File: src/rtl/uart_rx_byte.sv
// 8N1 UART receiver: 2-flop synchronizer, 16x oversampling, mid-bit sampling, valid/ready output.
// Optional even-parity bit after data bit 7 when UART_RX_PARITY_EN is defined.
module uart_rx_byte #(
  parameter int OS_DIV  = 163,
  parameter int OS_RATE = 16
) (
  input  logic       clk,
  input  logic       res,
  input  logic       rx,
  output logic [7:0] rx_data,
  output logic       rx_valid,
  input  logic       rx_ready,
  output logic       frame_err,
  output logic       overrun,
  output logic       parity_err,
  output logic       busy
);

  localparam int DIV_W = (OS_DIV > 1) ? $clog2(OS_DIV) : 1;
  localparam logic [DIV_W-1:0] DIV_LAST = DIV_W'(OS_DIV - 1);
  localparam logic [3:0] OS_MID  = 4'(OS_RATE / 2 - 1);
  localparam logic [3:0] OS_LAST = 4'(OS_RATE - 1);

  typedef enum logic [2:0] {
    IDLE,
    START,
    DATA,
    PARITY,
    STOP,
    WAIT_IDLE
  } state_t;

  state_t           state, state_nxt;
  logic             rx_meta, rxs;
  logic [DIV_W-1:0] div_cnt;
  logic             tick, div_clr;
  logic [3:0]       os_cnt, os_nxt;
  logic [2:0]       bit_idx, bit_nxt;
  logic [7:0]       shift, shift_nxt;
  logic             byte_done, ferr_set;
`ifdef UART_RX_PARITY_EN
  logic             par_bad, par_bad_nxt, perr_set;
`endif

  // Reset to the idle level so a reset never looks like a start edge.
  always_ff @(posedge clk) begin
    if (res) begin
      rx_meta <= 1'b1;
      rxs     <= 1'b1;
    end else begin
      rx_meta <= rx;
      rxs     <= rx_meta;
    end
  end

  assign tick = (div_cnt == DIV_LAST);

  // Restarted on the start edge so every sample lands at a fixed phase from it.
  always_ff @(posedge clk) begin
    if (res || div_clr || tick) div_cnt <= '0;
    else                        div_cnt <= div_cnt + 1'b1;
  end

  always_ff @(posedge clk) begin
    if (res) begin
      state   <= IDLE;
      os_cnt  <= '0;
      bit_idx <= '0;
      shift   <= '0;
    end else begin
      state   <= state_nxt;
      os_cnt  <= os_nxt;
      bit_idx <= bit_nxt;
      shift   <= shift_nxt;
    end
  end

  always_comb begin
    state_nxt = state;
    os_nxt    = os_cnt;
    bit_nxt   = bit_idx;
    shift_nxt = shift;
    div_clr   = 1'b0;
    byte_done = 1'b0;
    ferr_set  = 1'b0;
`ifdef UART_RX_PARITY_EN
    par_bad_nxt = par_bad;
    perr_set    = 1'b0;
`endif
    case (state)
      IDLE: begin
        if (!rxs) begin
          state_nxt = START;
          os_nxt    = '0;
          div_clr   = 1'b1;
        end
      end
      START: begin
        if (tick) begin
          if (os_cnt == OS_MID) begin
            os_nxt  = '0;
            bit_nxt = '0;
            state_nxt = rxs ? IDLE : DATA;
          end else begin
            os_nxt = os_cnt + 4'd1;
          end
        end
      end
      DATA: begin
        if (tick) begin
          if (os_cnt == OS_LAST) begin
            os_nxt    = '0;
            shift_nxt = {rxs, shift[7:1]};
            if (bit_idx == 3'd7) begin
`ifdef UART_RX_PARITY_EN
              state_nxt   = PARITY;
              par_bad_nxt = 1'b0;
`else
              state_nxt = STOP;
`endif
            end else begin
              bit_nxt = bit_idx + 3'd1;
            end
          end else begin
            os_nxt = os_cnt + 4'd1;
          end
        end
      end
`ifdef UART_RX_PARITY_EN
      PARITY: begin
        if (tick) begin
          if (os_cnt == OS_LAST) begin
            os_nxt    = '0;
            state_nxt = STOP;
            if (rxs != ^shift) begin
              perr_set    = 1'b1;
              par_bad_nxt = 1'b1;
            end
          end else begin
            os_nxt = os_cnt + 4'd1;
          end
        end
      end
`endif
      STOP: begin
        if (tick) begin
          if (os_cnt == OS_LAST) begin
            os_nxt = '0;
            if (rxs) begin
              state_nxt = IDLE;
`ifdef UART_RX_PARITY_EN
              byte_done = !par_bad;
`else
              byte_done = 1'b1;
`endif
            end else begin
              state_nxt = WAIT_IDLE;
              ferr_set  = 1'b1;
            end
          end else begin
            os_nxt = os_cnt + 4'd1;
          end
        end
      end
      WAIT_IDLE: begin
        if (rxs) state_nxt = IDLE;
      end
      default: state_nxt = IDLE;
    endcase
  end

  assign busy = (state == START) || (state == DATA) ||
                (state == PARITY) || (state == STOP);

  // A completing byte wins over a same-edge handshake, keeping rx_valid high.
  always_ff @(posedge clk) begin
    if (res) begin
      rx_data   <= '0;
      rx_valid  <= 1'b0;
      frame_err <= 1'b0;
      overrun   <= 1'b0;
    end else begin
      frame_err <= ferr_set;
      overrun   <= 1'b0;
      if (byte_done) begin
        if (!rx_valid || rx_ready) begin
          rx_data  <= shift;
          rx_valid <= 1'b1;
        end else begin
          overrun <= 1'b1;
        end
      end else if (rx_valid && rx_ready) begin
        rx_valid <= 1'b0;
      end
    end
  end

`ifdef UART_RX_PARITY_EN
  always_ff @(posedge clk) begin
    if (res) begin
      par_bad    <= 1'b0;
      parity_err <= 1'b0;
    end else begin
      par_bad    <= par_bad_nxt;
      parity_err <= perr_set;
    end
  end
`else
  assign parity_err = 1'b0;
`endif

endmodule
File: config.mk
export PLATFORM = sky130hd
export DESIGN_NAME = uart_rx_byte
export DESIGN_NICKNAME = d
export VERILOG_FILES = /design/src/rtl/uart_rx_byte.sv
export SDC_FILE = /design/constraint.sdc
export NUM_CORES = 1
export LEC_CHECK = 0
export CORE_MARGIN = 2
export CORE_UTILIZATION = 56
export CTS_CLUSTER_SIZE = 14
export DETAILED_ROUTE_END_ITERATION = 12
export PLACE_DENSITY = 0.78
export SYNTH_ARGS = -nofsm -noshare
export SYNTH_HDL_FRONTEND = slang
export SYNTH_SLANG_ARGS = --single-unit
File: constraint.sdc
create_clock -name clk -period 2.08 [get_ports clk]
set_input_delay 0.52 -clock clk [delete_from_list [all_inputs] [get_ports clk]]
set_output_delay 0.52 -clock clk [all_outputs]
set_load 0.03 [all_outputs]
==> results.yml, run 1 <==
setup_path:
  end_kind: "flop"
  cp_max_fo: 6
  critPathArrivalTime_ns: 2.24
  start_kind: "flop"
  rr_worst_depth: 7
  critical_path_required_ns: 2.35
  path_class: "reg2reg"
logic_synthesis:
  yosysSeqAreaShare_pct: 44.0
  synth_edf_count: 0
  synth.distinct_cells: 43
  synth_top_area_share_pct: 44.0
  ys_ff_latch: 39
  synth_cells: 194
  synth_area_leader_cell: "dfxtp_1"
  ys.flop_type: "dfxtp_1"
  syn-cell-area_um2: 1770
  netlist_top_cells_area: "dfxtp_1, mux2i_1, nor2_1, ha_1, a21oi_1"
  synth_most_common_cell: "dfxtp_1"
  synth_nets: 203
  yosysWarningCount: 0
  synthTopCellsByCount: "dfxtp_1, nor2_1, mux2i_1"
  synthArstFlopShare_pct: 0
  avgSynthCellArea_um2: 9.15
clock_tree:
  numCtsBuffers: 5
  clkSinkCount: 39
  cts_tree: "built"
  cts-root-buf: "clkbuf_4"
  htreeDepth: 2
  insertion_delay_ns: 0.35
  cts_setup_buffers: 0
  path_clk_slew_ns: 0.12
  cts_max_path_buffers: 2
global_routing:
  grt_pass1_vias: 1271
  gr-usage-all-layers_pct: 21.0
  grt_first_pass_wirelength_um: 5640
  grt-ovfl-total: 0
  grt_max_degree: 20
  antenna_found_initial: 0
die:
  fp.dieW_um: 60.3
  core_um2: 3030
  num_rows: 20
  die-area_um2: 3630
  die_height_um: 60.3
  initial_core_util_pct: 58.6
  num_io_pins: 17
power_and_ir_drop:
  ir_worst_vdd_v: 0.000532
  powerDensity_nw_per_um2: 676
  p_leak_nw: 0.800
  power_mw: 1.41
sta:
  finalSetupTns_ns: 0
  period_needed_ns: 1.97
  slew_violations: 0
  final-hold-violation-count: 0
  skew_ns: 0.0151
  rsz0062_at_grt: "no"
  setup_slack_ns: 0.114
  setup_violations: 0
  finalCritPeriodShare_pct: 94.5
  fmax_mhz: 509
detailed_routing:
  wl_um: 3390
  wire_per_inst_um: 13.0
  drc_errors: 0
  route.vias.total: 1428
  drt_iter0_markers: 75
  drt_pre_antenna_iters: 4
  viasPerCell: 5.47
  ant_nets: 0
placed_design:
  place_congestion: 0.828
  dp.final_hpwl_um: 2480
  portBuffers: 15
  pre_cts_slack_ns: 0.0790
hold_path:
  min_path_type: "reg2reg"
  min_path_cells: 1
finish:
  drive_gt1_share_pct: 16.1
  synthToLayoutAreaGrowth_pct: 17.8
  antennaDiodeCount: 0
  fillers: 234
  final_nets: 225
flow_run:
  cap_violations: 0
outcome:
  status: "complete, no violations"
## sequential cells by signal, indices dropped and copies added, names as in the netlist
register and count:
rx_valid 1, state 3, shift 8, bit_idx 3, frame_err 1, rxs 1, os_cnt 4, rx_data 8
overrun 1, rx_meta 1, div_cnt 8
## report_power, final
| group | internal, mW | total [mW] | switching [mW] |
|---|---|---|---|
| clock network | 0.199 | 0.437 | 0.238 |
| registers | 0.761 | 0.777 | 0.0165 |
| logic | 0.0836 | 0.198 | 0.114 |
| total | 1.04 | 1.41 | 0.369 |
## through the flow
step	util, %	hold slack [ns]	cells	area [um2]
detailed placement	66.2	0.395	253	2000
global route	69.0	0.440	261	2090
global placement	66.2	0.395	253	2000
CTS	68.4	0.420	261	2070
floorplan	-	0.389	194	1770
finish	69.0	0.400	261	2090
## logic make-up (layout without fill, tap and decap cells)
group,after synthesis,count (layout),share of synthesized area [%]
adders and majority gates,5,5,3.53
muxes,16,16,9.03
DFF,39,39,44.0
AOI/OAI and AO/OA,24,24,7.90
and+or+nand+nor,88,88,27.6
buffers and inverters,12,35,3.24
other,1,1,0.211
xor gates and xnor gates,9,9,4.44
## repair_timing
item / 4_1_cts / 5_1_grt
resized for setup: 1 / 7
gates cloned: 0 / 0
hold buffers: 0 / 0
pin swaps: 0 / 5
endpoints found under the setup margin: 1 / 6
## critical path: stages, from the launching register on
cell and delay, ns:
dfxtp_2 0.34, ha_2 0.17, ha_2 0.17, or4bb_1 0.51, o21ai_2 0.08, nand3_2 0.13
or3_1 0.38, a21oi_1 0.12
## placed cells by master, fill, tap and decap left out, types with 2 or more instances in the layout
cell and n:
dfxtp_1 36, and3_1 2, nor3_1 3, nand2b_1 4, nand4b_1 3, nand3_1 7
xor2_1 6, or2_2 4, nor2_1 32, o21ai_1 2, clkbuf_8 2, ha_2 2
dfxtp_2 3, nand2_1 10, or2_0 2, o21ai_0 5, or3_1 4, a21oi_1 11
xnor2_1 3, buf_4 10, clkbuf_4 5, inv_1 2, nand4_1 2, ha_1 3
clkdlybuf4s50_1 14, or3b_1 2, mux2i_1 16
## worst paths after layout
path,startpoint,end,slack (ns)
max,bit_idx[0],bit_idx[0],0.11
min,rx_meta,rxs,0.40
max reg2reg,bit_idx[0],bit_idx[0],0.11
min reg2reg,rx_meta,rxs,0.40
## final cells by class
class | instances | area, um2 | area share (%)
Clock buffer | 8 | 68.8 | 3.29
Inverter | 2 | 7.51 | 0.359
Multi-Input combinational cell | 143 | 950 | 45.4
Sequential cell | 39 | 785 | 37.5
Tap cell | 44 | 55.1 | 2.63
Timing Repair Buffer | 25 | 224 | 10.7
## layer usage
layer	up-vias	global-route usage, %	routed length, um
met5	-	0	0
met4	0	7.30	44
met3	5	6.06	221
met2	43	33.5	1690
met1	664	27.0	1440
li1	716	-	-
No activity file was read; power rests on OpenSTA's default activity.
==> run 2, diff against run 1 <==
Settings changed: CORE_MARGIN 2 to 1.5.
==> run 2 against run 1 <==
  * First-iteration DRC count shrank 6.7%
  * Die area shrank 3.3%
  * Critical path depth is the same
  * Register-to-register slack lost 0.02 ns
  * Setup slack lost 0.022 ns
  * Final area grew 1.9%
  * Non-clock buffer count shrank 1
  * Via count shrank 0.35%
  * Global-route usage grew 1.6 points
  * Sequential power grew 0.5%
  * Combinational power shrank 10%
==> results.yml, run 2 (same netlist as run 1, synthesis figures left out) <==
outcome:
  status: "complete, no violations"
sta:
  period_needed_ns: 1.99
  finalCritPeriodShare_pct: 95.6
  slew_violations: 0
  final-hold-violation-count: 0
  setup_violations: 0
  rsz0062_at_grt: "yes"
  fmax_mhz: 503
  holdWs_ns: 0.422
  skew_ns: 0.00967
die:
  num_io_pins: 17
  num_rows: 20
  fp.dieW_um: 59.3
  core_um2: 3030
  initial_core_util_pct: 58.6
  die_height_um: 59.3
  die-area_um2: 3510
global_routing:
  grt-ovfl-total: 0
  grt_max_degree: 23
  grt_pass1_vias: 1299
  gr-usage-all-layers_pct: 22.6
  grt_first_pass_wirelength_um: 5890
  antenna_found_initial: 0
power_and_ir_drop:
  ir_worst_vdd_v: 0.000549
  powerDensity_nw_per_um2: 690
  p_leak_nw: 0.796
  power_mw: 1.47
detailed_routing:
  drt_pre_antenna_iters: 4
  drt_iter0_markers: 70
  wire_per_inst_um: 13.6
  drc_errors: 0
  route.vias.total: 1423
  viasPerCell: 5.47
  wl_um: 3530
  ant_nets: 0
finish:
  instances_no_fill: 260
  layout_common_cells: "dfxtp_1, nor2_1, mux2i_1, clkdlybuf4s50_1"
  synthToLayoutAreaGrowth_pct: 20.0
  antennaDiodeCount: 0
  final_nets: 224
  drive_gt1_share_pct: 17.1
  final_common_cell: "dfxtp_1"
  fillers: 238
  reg_top3: "div_cnt: 8 flops, rx_data: 8 flops, shift: 8 flops"
clock_tree:
  insertion_delay_ns: 0.35
  clkSinkCount: 39
  htreeDepth: 2
  path_clk_slew_ns: 0.12
  cts_max_path_buffers: 2
  cts_tree: "built"
  numCtsBuffers: 5
  cts-root-buf: "clkbuf_4"
setup_path:
  cp_common_cell: "ha_4"
  critPathArrivalTime_ns: 2.27
  cpPeakStageDelay_ns: 0.51
  critical_path.cell_chain: "ha_4 > ha_4 > or4bb_1 > o21ai_2 > nand3_2 > or3_4 > a21oi_2"
  start_kind: "flop"
  slowest_stage: "or4bb_1"
  critical_path_required_ns: 2.37
  end_kind: "flop"
  cp_max_fo: 6
  path_class: "reg2reg"
placed_design:
  place_congestion: 0.821
  dp.final_hpwl_um: 2530
  portBuffers: 15
  dp_cells: 251
flow_run:
  cap_violations: 0
hold_path:
  min_path_type: "reg2reg"
[run 2: per-layer routing]
metal	up-vias	routed length, um	global-route usage [%]
met1	663	1560	28.1
met4	0	72	7.79
met3	9	115	7.21
li1	719	-	-
met5	-	0	0
met2	32	1780	36.9
[run 2: worst paths after layout]
path                            slack, ns       start          to  cells past startpoint
worst max register to register       0.09  bit_idx[0]  bit_idx[0]                      7
worst max-delay path                 0.09  bit_idx[0]  bit_idx[0]                      7
worst min register to register       0.42     rx_meta         rxs                      1
worst min-delay path                 0.42     rx_meta         rxs                      1
[run 2: cell type report]
type | count | area (um2) | area share (%)
Multi-Input combinational cell | 143 | 987 | 46.4
Sequential cell | 39 | 783 | 36.8
Timing Repair Buffer | 24 | 213 | 9.99
Tap cell | 44 | 55.1 | 2.59
Clock inverter | 3 | 46.3 | 2.17
Clock buffer | 5 | 37.5 | 1.76
Inverter | 2 | 7.51 | 0.353
[run 2: report_power, final]
group	switching, mW	internal, mW
combinational	0.109	0.0689
sequential	0.0207	0.760
clock	0.255	0.257
[run 2: worst max-delay path: cells and delay by family, from the launching register on]
kind | cells | cell delay (ns)
AOI/OAI and AO/OA | 2 | 0.19
adders and majority gates | 2 | 0.31
DFF | 1 | 0.37
and+or+nand+nor | 3 | 1.06
[run 2: repair_timing]
item                       4_1_cts  5_1_grt
hold endpoints to repair         0        0
buffers inserted                 0        1
pin swaps                        0        5
hold buffers                     0        0
resized for setup                1       13
setup endpoints to repair        1        8
[run 2: stage by stage]
step                instance area (um2)  TNS (ns)  util [%]  setup slack, ns
finish                             2130         0      70.3           0.0919
global route                       2130   -0.0494      70.3          -0.0279
CTS                                2070         0      68.4           0.0132
detailed placement                 1990         0      65.7           0.0415
global placement                   1990         0      65.7            0.164
floorplan                          1770         0         -            0.194
